--- config.mk ---
export PLATFORM = sky130hd
export DESIGN_NAME = alu_cmd_sequencer_flat
export DESIGN_NICKNAME = d
export VERILOG_FILES = /design/src/rtl/alu_cmd_sequencer_pkg.sv /design/src/rtl/alu_cmd_sequencer_if.sv /design/src/rtl/alu_cmd_sequencer_fifo.sv /design/src/rtl/alu_cmd_sequencer.sv /design/src/flat_wrapper.sv
export SDC_FILE = /design/constraint.sdc
export NUM_CORES = 1
export LEC_CHECK = 0
export ABC_AREA = 1
export BUFFER_PORTS_ARGS = -buffer_cell sky130_fd_sc_hd__buf_2
export CAP_MARGIN = 15
export CORE_MARGIN = 2
export CORE_UTILIZATION = 35
export CTS_CLUSTER_SIZE = 14
export DETAILED_ROUTE_END_ITERATION = 12
export GPL_TIMING_DRIVEN = 0
export PLACE_DENSITY_LB_ADDON = 0.05
export RECOVER_POWER = 100
export SETUP_SLACK_MARGIN = 0.1
export SYNTH_ARGS = -nofsm -noshare
export SYNTH_HDL_FRONTEND = slang
export SYNTH_SLANG_ARGS = --single-unit
--- constraint.sdc ---
create_clock -name clk -period 5.4 [get_ports clk]
set_clock_uncertainty 0.1 [all_clocks]
set_input_delay 1.08 -clock clk [delete_from_list [all_inputs] [get_ports clk]]
set_output_delay 1.08 -clock clk [all_outputs]
set_load 0.02 [all_outputs]
--- src/rtl/alu_cmd_sequencer_pkg.sv ---
// alu_pkg: shared types and widths for the ALU command sequencer.
//   DATA_W / OPC_W : ALU operand and opcode widths
//   alu_cmd_t      : one queued ALU command (operands, carry-in, opcode and,
//                    when ALU_SEQ_CHAIN_EN is defined, the chain bit)
//   seq_state_t    : issue/capture FSM states
// Optional feature macro: ALU_SEQ_CHAIN_EN
package alu_pkg;

  localparam int DATA_W = 16;
  localparam int OPC_W  = 3;

  typedef struct packed {
`ifdef ALU_SEQ_CHAIN_EN
    logic              chain;
`endif
    logic [DATA_W-1:0] a;
    logic [DATA_W-1:0] b;
    logic              cin;
    logic [OPC_W-1:0]  opc;
  } alu_cmd_t;

  typedef enum logic [1:0] {
    IDLE  = 2'd0,
    DRIVE = 2'd1,
    HOLD  = 2'd2
  } seq_state_t;

endpackage

--- src/rtl/alu_cmd_sequencer_if.sv ---
// alu_cmd_sequencer_if: bundles the command handshake, the ALU drive/return
// signals and the result handshake of the ALU command sequencer.
//   slave  : sequencer view (accepts commands, drives ALU, offers results)
//   master : environment view (issues commands, models ALU, consumes results)
interface alu_cmd_sequencer_if;
  import alu_pkg::*;

  // command handshake
  logic              cmd_valid;
  logic              cmd_ready;
  logic [DATA_W-1:0] cmd_a;
  logic [DATA_W-1:0] cmd_b;
  logic              cmd_cin;
  logic [OPC_W-1:0]  cmd_opc;
  logic              cmd_chain;
  // ALU drive and return
  logic [DATA_W-1:0] alu_a;
  logic [DATA_W-1:0] alu_b;
  logic              alu_cin;
  logic [OPC_W-1:0]  alu_opc;
  logic [DATA_W-1:0] alu_w;
  logic              alu_zero;
  logic              alu_neg;
  // result handshake
  logic              res_valid;
  logic              res_ready;
  logic [DATA_W-1:0] res_w;
  logic              res_zero;
  logic              res_neg;
  // status
  logic              busy;

  modport slave (
    input  cmd_valid, cmd_a, cmd_b, cmd_cin, cmd_opc, cmd_chain,
    input  alu_w, alu_zero, alu_neg, res_ready,
    output cmd_ready, alu_a, alu_b, alu_cin, alu_opc,
    output res_valid, res_w, res_zero, res_neg, busy
  );

  modport master (
    output cmd_valid, cmd_a, cmd_b, cmd_cin, cmd_opc, cmd_chain,
    output alu_w, alu_zero, alu_neg, res_ready,
    input  cmd_ready, alu_a, alu_b, alu_cin, alu_opc,
    input  res_valid, res_w, res_zero, res_neg, busy
  );

endinterface

--- src/rtl/alu_cmd_sequencer_fifo.sv ---
// alu_cmd_fifo: synchronous FIFO of ALU commands with a combinational head.
//   clk, rst_n : clock, asynchronous active-low reset (pointers only)
//   push/wdata : write when push && !full
//   pop/rdata  : rdata is the current head; advance when pop && !empty
//   full/empty : occupancy flags
// Pointers carry one extra wrap bit so full and empty are distinguishable
// without a separate counter; wptr - rptr is the occupancy.
module alu_cmd_fifo
  import alu_pkg::*;
#(
  parameter int  DEPTH = 4,
  parameter type T     = alu_cmd_t
) (
  input  logic clk,
  input  logic rst_n,
  input  logic push,
  input  T     wdata,
  input  logic pop,
  output T     rdata,
  output logic full,
  output logic empty
);

  localparam int AW = $clog2(DEPTH);

  T             mem [DEPTH];
  logic [AW:0]  wptr;
  logic [AW:0]  rptr;
  logic         do_push;
  logic         do_pop;

  assign do_push = push && !full;
  assign do_pop  = pop && !empty;

  assign empty = (wptr == rptr);
  assign full  = (wptr[AW] != rptr[AW]) && (wptr[AW-1:0] == rptr[AW-1:0]);
  assign rdata = mem[rptr[AW-1:0]];

  always_ff @(posedge clk or negedge rst_n) begin
    if (!rst_n) begin
      wptr <= '0;
      rptr <= '0;
    end else begin
      if (do_push) wptr <= wptr + 1'b1;
      if (do_pop)  rptr <= rptr + 1'b1;
    end
  end

  // Storage carries no reset: an entry is only ever read after being written.
  always_ff @(posedge clk) begin
    if (do_push) mem[wptr[AW-1:0]] <= wdata;
  end

endmodule

--- src/rtl/alu_cmd_sequencer.sv ---
// alu_cmd_sequencer: queues ALU commands, issues them one at a time on
// registered ALU inputs, waits SETTLE cycles, then captures the ALU result
// and flags into a valid/ready result register.
//   clk    : clock, rising edge
//   rst_n  : asynchronous active-low reset; discards queued/in-flight work
//   bus    : alu_cmd_sequencer_if.slave (cmd_*, alu_*, res_*, busy)
// Parameters: DEPTH (FIFO entries, power of 2, >=2), SETTLE (hold cycles, >=1)
// Optional feature macro: ALU_SEQ_CHAIN_EN -- a command with cmd_chain=1
// takes operand A from the most recently captured result.
module alu_cmd_sequencer
  import alu_pkg::*;
#(
  parameter int DEPTH  = 4,
  parameter int SETTLE = 1
) (
  input  logic                  clk,
  input  logic                  rst_n,
  alu_cmd_sequencer_if.slave    bus
);

  localparam int CNT_W = (SETTLE > 1) ? $clog2(SETTLE) : 1;

  alu_cmd_t          wr_cmd;
  alu_cmd_t          head;
  logic              full;
  logic              empty;
  logic              push;

  seq_state_t        state;
  seq_state_t        state_nxt;
  logic              pop;
  logic              capture;
  logic              release_res;
  logic              cnt_dec;
  logic [CNT_W-1:0]  cnt;

  logic [DATA_W-1:0] a_sel;

  logic [DATA_W-1:0] alu_a_p0;
  logic [DATA_W-1:0] alu_b_p0;
  logic              alu_cin_p0;
  logic [OPC_W-1:0]  alu_opc_p0;

  logic [DATA_W-1:0] res_w_p1;
  logic              res_zero_p1;
  logic              res_neg_p1;
  logic              vld_p1;

  always_comb begin
    wr_cmd       = '0;
    wr_cmd.a     = bus.cmd_a;
    wr_cmd.b     = bus.cmd_b;
    wr_cmd.cin   = bus.cmd_cin;
    wr_cmd.opc   = bus.cmd_opc;
`ifdef ALU_SEQ_CHAIN_EN
    wr_cmd.chain = bus.cmd_chain;
`endif
  end

  // Gating with rst_n keeps the command port closed for the whole reset pulse.
  assign bus.cmd_ready = rst_n && !full;
  assign push          = bus.cmd_valid && bus.cmd_ready;

  alu_cmd_fifo #(
    .DEPTH (DEPTH),
    .T     (alu_cmd_t)
  ) u_fifo (
    .clk   (clk),
    .rst_n (rst_n),
    .push  (push),
    .wdata (wr_cmd),
    .pop   (pop),
    .rdata (head),
    .full  (full),
    .empty (empty)
  );

`ifdef ALU_SEQ_CHAIN_EN
  logic [DATA_W-1:0] last_w;

  // The previous command is always captured before the next one pops, so
  // last_w is exactly the result of the preceding command in order.
  assign a_sel = head.chain ? last_w : head.a;

  always_ff @(posedge clk or negedge rst_n) begin
    if (!rst_n) begin
      last_w <= '0;
    end else if (capture) begin
      last_w <= bus.alu_w;
    end
  end
`else
  logic unused_chain;

  assign unused_chain = bus.cmd_chain;
  assign a_sel        = head.a;
`endif

  always_ff @(posedge clk or negedge rst_n) begin
    if (!rst_n) state <= IDLE;
    else        state <= state_nxt;
  end

  always_comb begin
    state_nxt   = state;
    pop         = 1'b0;
    capture     = 1'b0;
    release_res = 1'b0;
    cnt_dec     = 1'b0;
    unique case (state)
      IDLE: begin
        if (!empty) begin
          pop       = 1'b1;
          state_nxt = DRIVE;
        end
      end
      DRIVE: begin
        if (cnt == '0) begin
          capture   = 1'b1;
          state_nxt = HOLD;
        end else begin
          cnt_dec   = 1'b1;
        end
      end
      HOLD: begin
        // Releasing the result and issuing the next command share one edge,
        // which is what gives one result per SETTLE+1 cycles.
        if (bus.res_ready) begin
          release_res = 1'b1;
          if (!empty) begin
            pop       = 1'b1;
            state_nxt = DRIVE;
          end else begin
            state_nxt = IDLE;
          end
        end
      end
      default: state_nxt = IDLE;
    endcase
  end

  // ---- stage p0: issue popped command onto the ALU inputs ----
  always_ff @(posedge clk or negedge rst_n) begin
    if (!rst_n) begin
      alu_a_p0   <= '0;
      alu_b_p0   <= '0;
      alu_cin_p0 <= 1'b0;
      alu_opc_p0 <= '0;
      cnt        <= '0;
    end else if (pop) begin
      alu_a_p0   <= a_sel;
      alu_b_p0   <= head.b;
      alu_cin_p0 <= head.cin;
      alu_opc_p0 <= head.opc;
      cnt        <= CNT_W'(SETTLE - 1);
    end else if (cnt_dec) begin
      cnt        <= cnt - 1'b1;
    end
  end

  // ---- stage p1: capture settled ALU result toward the consumer ----
  always_ff @(posedge clk or negedge rst_n) begin
    if (!rst_n) begin
      res_w_p1    <= '0;
      res_zero_p1 <= 1'b0;
      res_neg_p1  <= 1'b0;
      vld_p1      <= 1'b0;
    end else if (capture) begin
      res_w_p1    <= bus.alu_w;
      res_zero_p1 <= bus.alu_zero;
      res_neg_p1  <= bus.alu_neg;
      vld_p1      <= 1'b1;
    end else if (release_res) begin
      vld_p1      <= 1'b0;
    end
  end

  assign bus.alu_a     = alu_a_p0;
  assign bus.alu_b     = alu_b_p0;
  assign bus.alu_cin   = alu_cin_p0;
  assign bus.alu_opc   = alu_opc_p0;
  assign bus.res_w     = res_w_p1;
  assign bus.res_zero  = res_zero_p1;
  assign bus.res_neg   = res_neg_p1;
  assign bus.res_valid = vld_p1;
  assign bus.busy      = !empty || (state != IDLE);

endmodule

--- src/flat_wrapper.sv ---
// flat-port wrapper written by rule: the top's interface ports become plain ports
module alu_cmd_sequencer_flat import alu_pkg::*;
#(
  parameter int DEPTH  = 4,
  parameter int SETTLE = 1
)
  (clk, rst_n, bus_cmd_valid, bus_cmd_a, bus_cmd_b, bus_cmd_cin, bus_cmd_opc, bus_cmd_chain, bus_alu_w, bus_alu_zero, bus_alu_neg, bus_res_ready, bus_cmd_ready, bus_alu_a, bus_alu_b, bus_alu_cin, bus_alu_opc, bus_res_valid, bus_res_w, bus_res_zero, bus_res_neg, bus_busy);
  alu_cmd_sequencer_if bus_i ();
  input  logic clk;
  input  logic rst_n;
  input wire logic [$bits(bus_i.cmd_valid)-1:0] bus_cmd_valid;
  input wire logic [$bits(bus_i.cmd_a)-1:0] bus_cmd_a;
  input wire logic [$bits(bus_i.cmd_b)-1:0] bus_cmd_b;
  input wire logic [$bits(bus_i.cmd_cin)-1:0] bus_cmd_cin;
  input wire logic [$bits(bus_i.cmd_opc)-1:0] bus_cmd_opc;
  input wire logic [$bits(bus_i.cmd_chain)-1:0] bus_cmd_chain;
  input wire logic [$bits(bus_i.alu_w)-1:0] bus_alu_w;
  input wire logic [$bits(bus_i.alu_zero)-1:0] bus_alu_zero;
  input wire logic [$bits(bus_i.alu_neg)-1:0] bus_alu_neg;
  input wire logic [$bits(bus_i.res_ready)-1:0] bus_res_ready;
  output wire logic [$bits(bus_i.cmd_ready)-1:0] bus_cmd_ready;
  output wire logic [$bits(bus_i.alu_a)-1:0] bus_alu_a;
  output wire logic [$bits(bus_i.alu_b)-1:0] bus_alu_b;
  output wire logic [$bits(bus_i.alu_cin)-1:0] bus_alu_cin;
  output wire logic [$bits(bus_i.alu_opc)-1:0] bus_alu_opc;
  output wire logic [$bits(bus_i.res_valid)-1:0] bus_res_valid;
  output wire logic [$bits(bus_i.res_w)-1:0] bus_res_w;
  output wire logic [$bits(bus_i.res_zero)-1:0] bus_res_zero;
  output wire logic [$bits(bus_i.res_neg)-1:0] bus_res_neg;
  output wire logic [$bits(bus_i.busy)-1:0] bus_busy;
  assign bus_i.cmd_valid = bus_cmd_valid;
  assign bus_i.cmd_a = bus_cmd_a;
  assign bus_i.cmd_b = bus_cmd_b;
  assign bus_i.cmd_cin = bus_cmd_cin;
  assign bus_i.cmd_opc = bus_cmd_opc;
  assign bus_i.cmd_chain = bus_cmd_chain;
  assign bus_i.alu_w = bus_alu_w;
  assign bus_i.alu_zero = bus_alu_zero;
  assign bus_i.alu_neg = bus_alu_neg;
  assign bus_i.res_ready = bus_res_ready;
  assign bus_cmd_ready = bus_i.cmd_ready;
  assign bus_alu_a = bus_i.alu_a;
  assign bus_alu_b = bus_i.alu_b;
  assign bus_alu_cin = bus_i.alu_cin;
  assign bus_alu_opc = bus_i.alu_opc;
  assign bus_res_valid = bus_i.res_valid;
  assign bus_res_w = bus_i.res_w;
  assign bus_res_zero = bus_i.res_zero;
  assign bus_res_neg = bus_i.res_neg;
  assign bus_busy = bus_i.busy;
  alu_cmd_sequencer #(.DEPTH(DEPTH), .SETTLE(SETTLE)) u_core (.clk(clk), .rst_n(rst_n), .bus(bus_i));
endmodule
==> summary.md <==
| Metric | Value |
|---|---|
| Leak | `3.942 nW` |
| Max cap viols | `0` |
| Post-synth cell types | `25` |
| Reg-to-Reg Start | `u_core.u_fifo.rptr[0]` |
| NumNets Final | `902` |
| Final worst slack | `1583 ps` |
| Register Area | `5926 um2` |
| Post-CTS Setup Bufs | `0` |
| Die X | `157.2 um` |
| Flops & latches, synth | `208` |
| Die Span Y | `157.2 um` |
| P_sw | `2.277 mW` |
| Grt total ovfl | `0` |
| FMAX | `0.2620 GHz` |
| Reg clk slew, reported paths | `60 ps` |
| Share of cells above drive strength 1 | `10.19%` |
| Final wirelength | `19930 um` |
| Hold_ws | `366.6 ps` |
| Port-buffer cells | `114` |
| WP data required | `4220 ps` |
| Max_slew headroom | `24.70%` |
| Crit end category | `output port` |
| DR pass1 iterations | `4` |
| Min-Delay Endpoint | `u_core.bus.alu_a[10]` |
| Tcrit/Tclk final | `70.69%` |
| Syn nets | `758` |
| Switching portion of total power | `38.58%` |
| Number of CTS-inserted buffers | `23` |
| Commonest non-fill, non-tap cells in the layout | `nand2_1 (241), edfxtp_1 (144), clkbuf_1 (114)` |
| Post-Place Cells | `1132` |
| FP Rows | `56` |
| Final std cells w/o fill | `1174` |
| Setup CP Type | `input port to output port` |
| DP HPWL | `12810 um` |
| Routed Antenna Nets | `0` |
| Core area | `23260 um2` |
| Hold Buf Count CTS | `0` |
| Gpl congestion | `0.7101` |
| Sequential area share after synthesis | `72.10%` |
| Boundary Pins | `116` |
| Area contributors post-synth | `edfxtp_1 (53%), dfrtp_1 (19%), nand2_1 (11%), o21ai_0 (2.6%), mux2_1 (2.5%)` |
| Seq pwr share | `37.9%` |
| Top-area cell type share of the netlist area | `52.61%` |
| Arr. time, crit path | `2640 ps` |
| Ys flop type | `edfxtp_1` |
| Hold Crit Depth | `2` |
| Area grow syn2layout | `20.57%` |
| Post-Synthesis Cells | `694` |
| Initial antenna violation count | `1` |
| Fin area | `9910 um2` |
| R2R depth | `8` |
| Initial core utilization | `35.33%` |
| Vias in the first global route | `5338` |
| Area leader, netlist | `edfxtp_1` |
| Final Hold Viols | `0` |
| Status | `completed` |
| First-pass GRT wire length | `29910 um` |
| CTS root buffer | `clkbuf_16` |
| Drc violations | `0` |
| Cts repair resizes | `0` |
| Maximum root-to-sink buffer count | `3` |
| Peak supply drop | `0.2300 mV` |
| Synthesized area | `8219 um2` |
| Number of vias per cell | `4.617` |
| R2r setup slk | `2300 ps` |
| # clock sinks | `208` |
| Fillcell total | `2338` |
| Worst-Margin Slew | `1129 ps` |
| DIE AREA | `24720 um2` |
| Pin count of the biggest net entering global routing | `54` |
| Multi-input gate area | `2003 um2` |
| Int Power | `3.625 mW` |
| Hold Crit Class | `register to register` |
| Startpoint Class | `input port` |
| Setup TNS | `0 ps` |
| Part of the power in the clock network | `25.5%` |
| DP Area | `9344 um2` |
| GRT Util Overall | `15.98%` |
| Crit path time final | `3817 ps` |
| Max Slew Vio Count | `0` |
| # setup viols final | `0` |
| Pwr per Cell Area | `595.5 nW/um2` |
| EDFF count, synth | `144` |
| Routed length per instance | `16.97 um` |
| Worst slack, placed | `2016 ps` |
| H-tree levels | `1` |
| DR vias | `5420` |
| Worst Path Max Fanout | `53` |
| Async SR Flop Fraction | `30.77%` |
| Comb pwr share | `36.6%` |
| Synth warnings | `0` |
| DRT iter0 DRCs | `283` |
| RR Endpoint | `u_core.u_fifo.mem[0][3]` |
| Post-layout util | `42.60%` |
| Clock Latency Late Sink | `500 ps` |
| RSZ-0062 raised after global routing | `false` |
| Total power | `5.902 mW` |
| Synthesized area per cell | `11.84 um2` |
| Startpoint of the worst hold path | `u_core.bus.alu_a[10]` |
| CTS tree | `built` |
| Commonest non-fill, non-tap cell in the layout | `nand2_1` |
cell families (layout without fill, tap and decap cells):
family                   Yosys count  in the layout  synth area share [%]
other                              0              1                     0
AND/OR/NAND/NOR                  330            330                 16.11
buffers and inverters             55            215                 3.653
XOR/XNOR                           2              2                0.2132
flip-flops                       208            208                 72.10
multiplexers                      18             18                 2.466
AO/OA/AOI/OAI                     76             76                 4.704
adder cells (fa/ha/maj)            5              5                0.7612
per-layer routing:
layer	global-route usage (%)	part of all wire, %	up-vias
li1	-	-	2646
met1	20.88	45	2590
met2	27.24	47	161
met3	3.579	6.8	23
met4	3.593	1.4	0
met5	0	0	-
synthesized netlist by cell type, types with 6 or more instances:
master / n
buf_4: 8
mux2_1: 18
nor2_1: 41
clkbuf_1: 7
o21ai_0: 42
nand2_1: 240
o21ai_1: 32
edfxtp_1: 144
inv_1: 15
buf_2: 15
dfrtp_1: 64
buf_6: 6
nand3_1: 40
critical path, cell delays in order:
cell and delay, ps:
clkbuf_1 810, buf_16 350, nand2_1 90, inv_1 60
clkbuf_1 230
flip-flops by register name, summed over array words and instances (netlist names), 2 cells and up:
signal / cells
u_core.u_fifo.mem: 144
u_core.bus.alu_a: 16
u_core.bus.alu_b: 16
u_core.bus.res_w: 16
u_core.bus.alu_opc: 3
u_core.u_fifo.rptr: 3
u_core.u_fifo.wptr: 3
u_core.state: 2
layout make-up:
cell class	instances	area share, %
Antenna cell	1	0.02525
Buffer	37	2.083
Clock buffer	31	6.313
Clock inverter	10	1.035
Inverter	18	0.6818
Multi-Input combinational cell	431	20.21
Sequential cell	208	59.80
Tap cell	319	4.028
Timing Repair Buffer	119	5.821
power by group through the flow:
stage | logic (mW) | clock network (mW) | registers, mW
final | 2.16 | 1.51 | 2.24
after CTS | 2.32 | 1.55 | 2.24
after global routing | 2.43 | 1.62 | 2.28
after global placement | 2.23 | 0 | 2.27
after detailed placement | 2.31 | 0 | 2.27
after floorplan | 1.22 | 0 | 2.51
worst max-delay path by stage:
stage,from,end,slack [ps],depth (start not counted)
3_3_place_gp,rst_n,u_core.u_fifo.mem[3][4],-1120,3
6_report,rst_n,bus_cmd_ready,1580,5
4_1_cts,u_core.u_fifo.rptr[0],bus_busy,2140,8
3_5_place_dp,rst_n,u_core.u_fifo.mem[1][3],2020,5
5_1_grt,rst_n,bus_cmd_ready,1330,5
2_1_floorplan,bus_cmd_valid,u_core.u_fifo.mem[0][0],2120,2
Power figures use the tool's default switching activity.
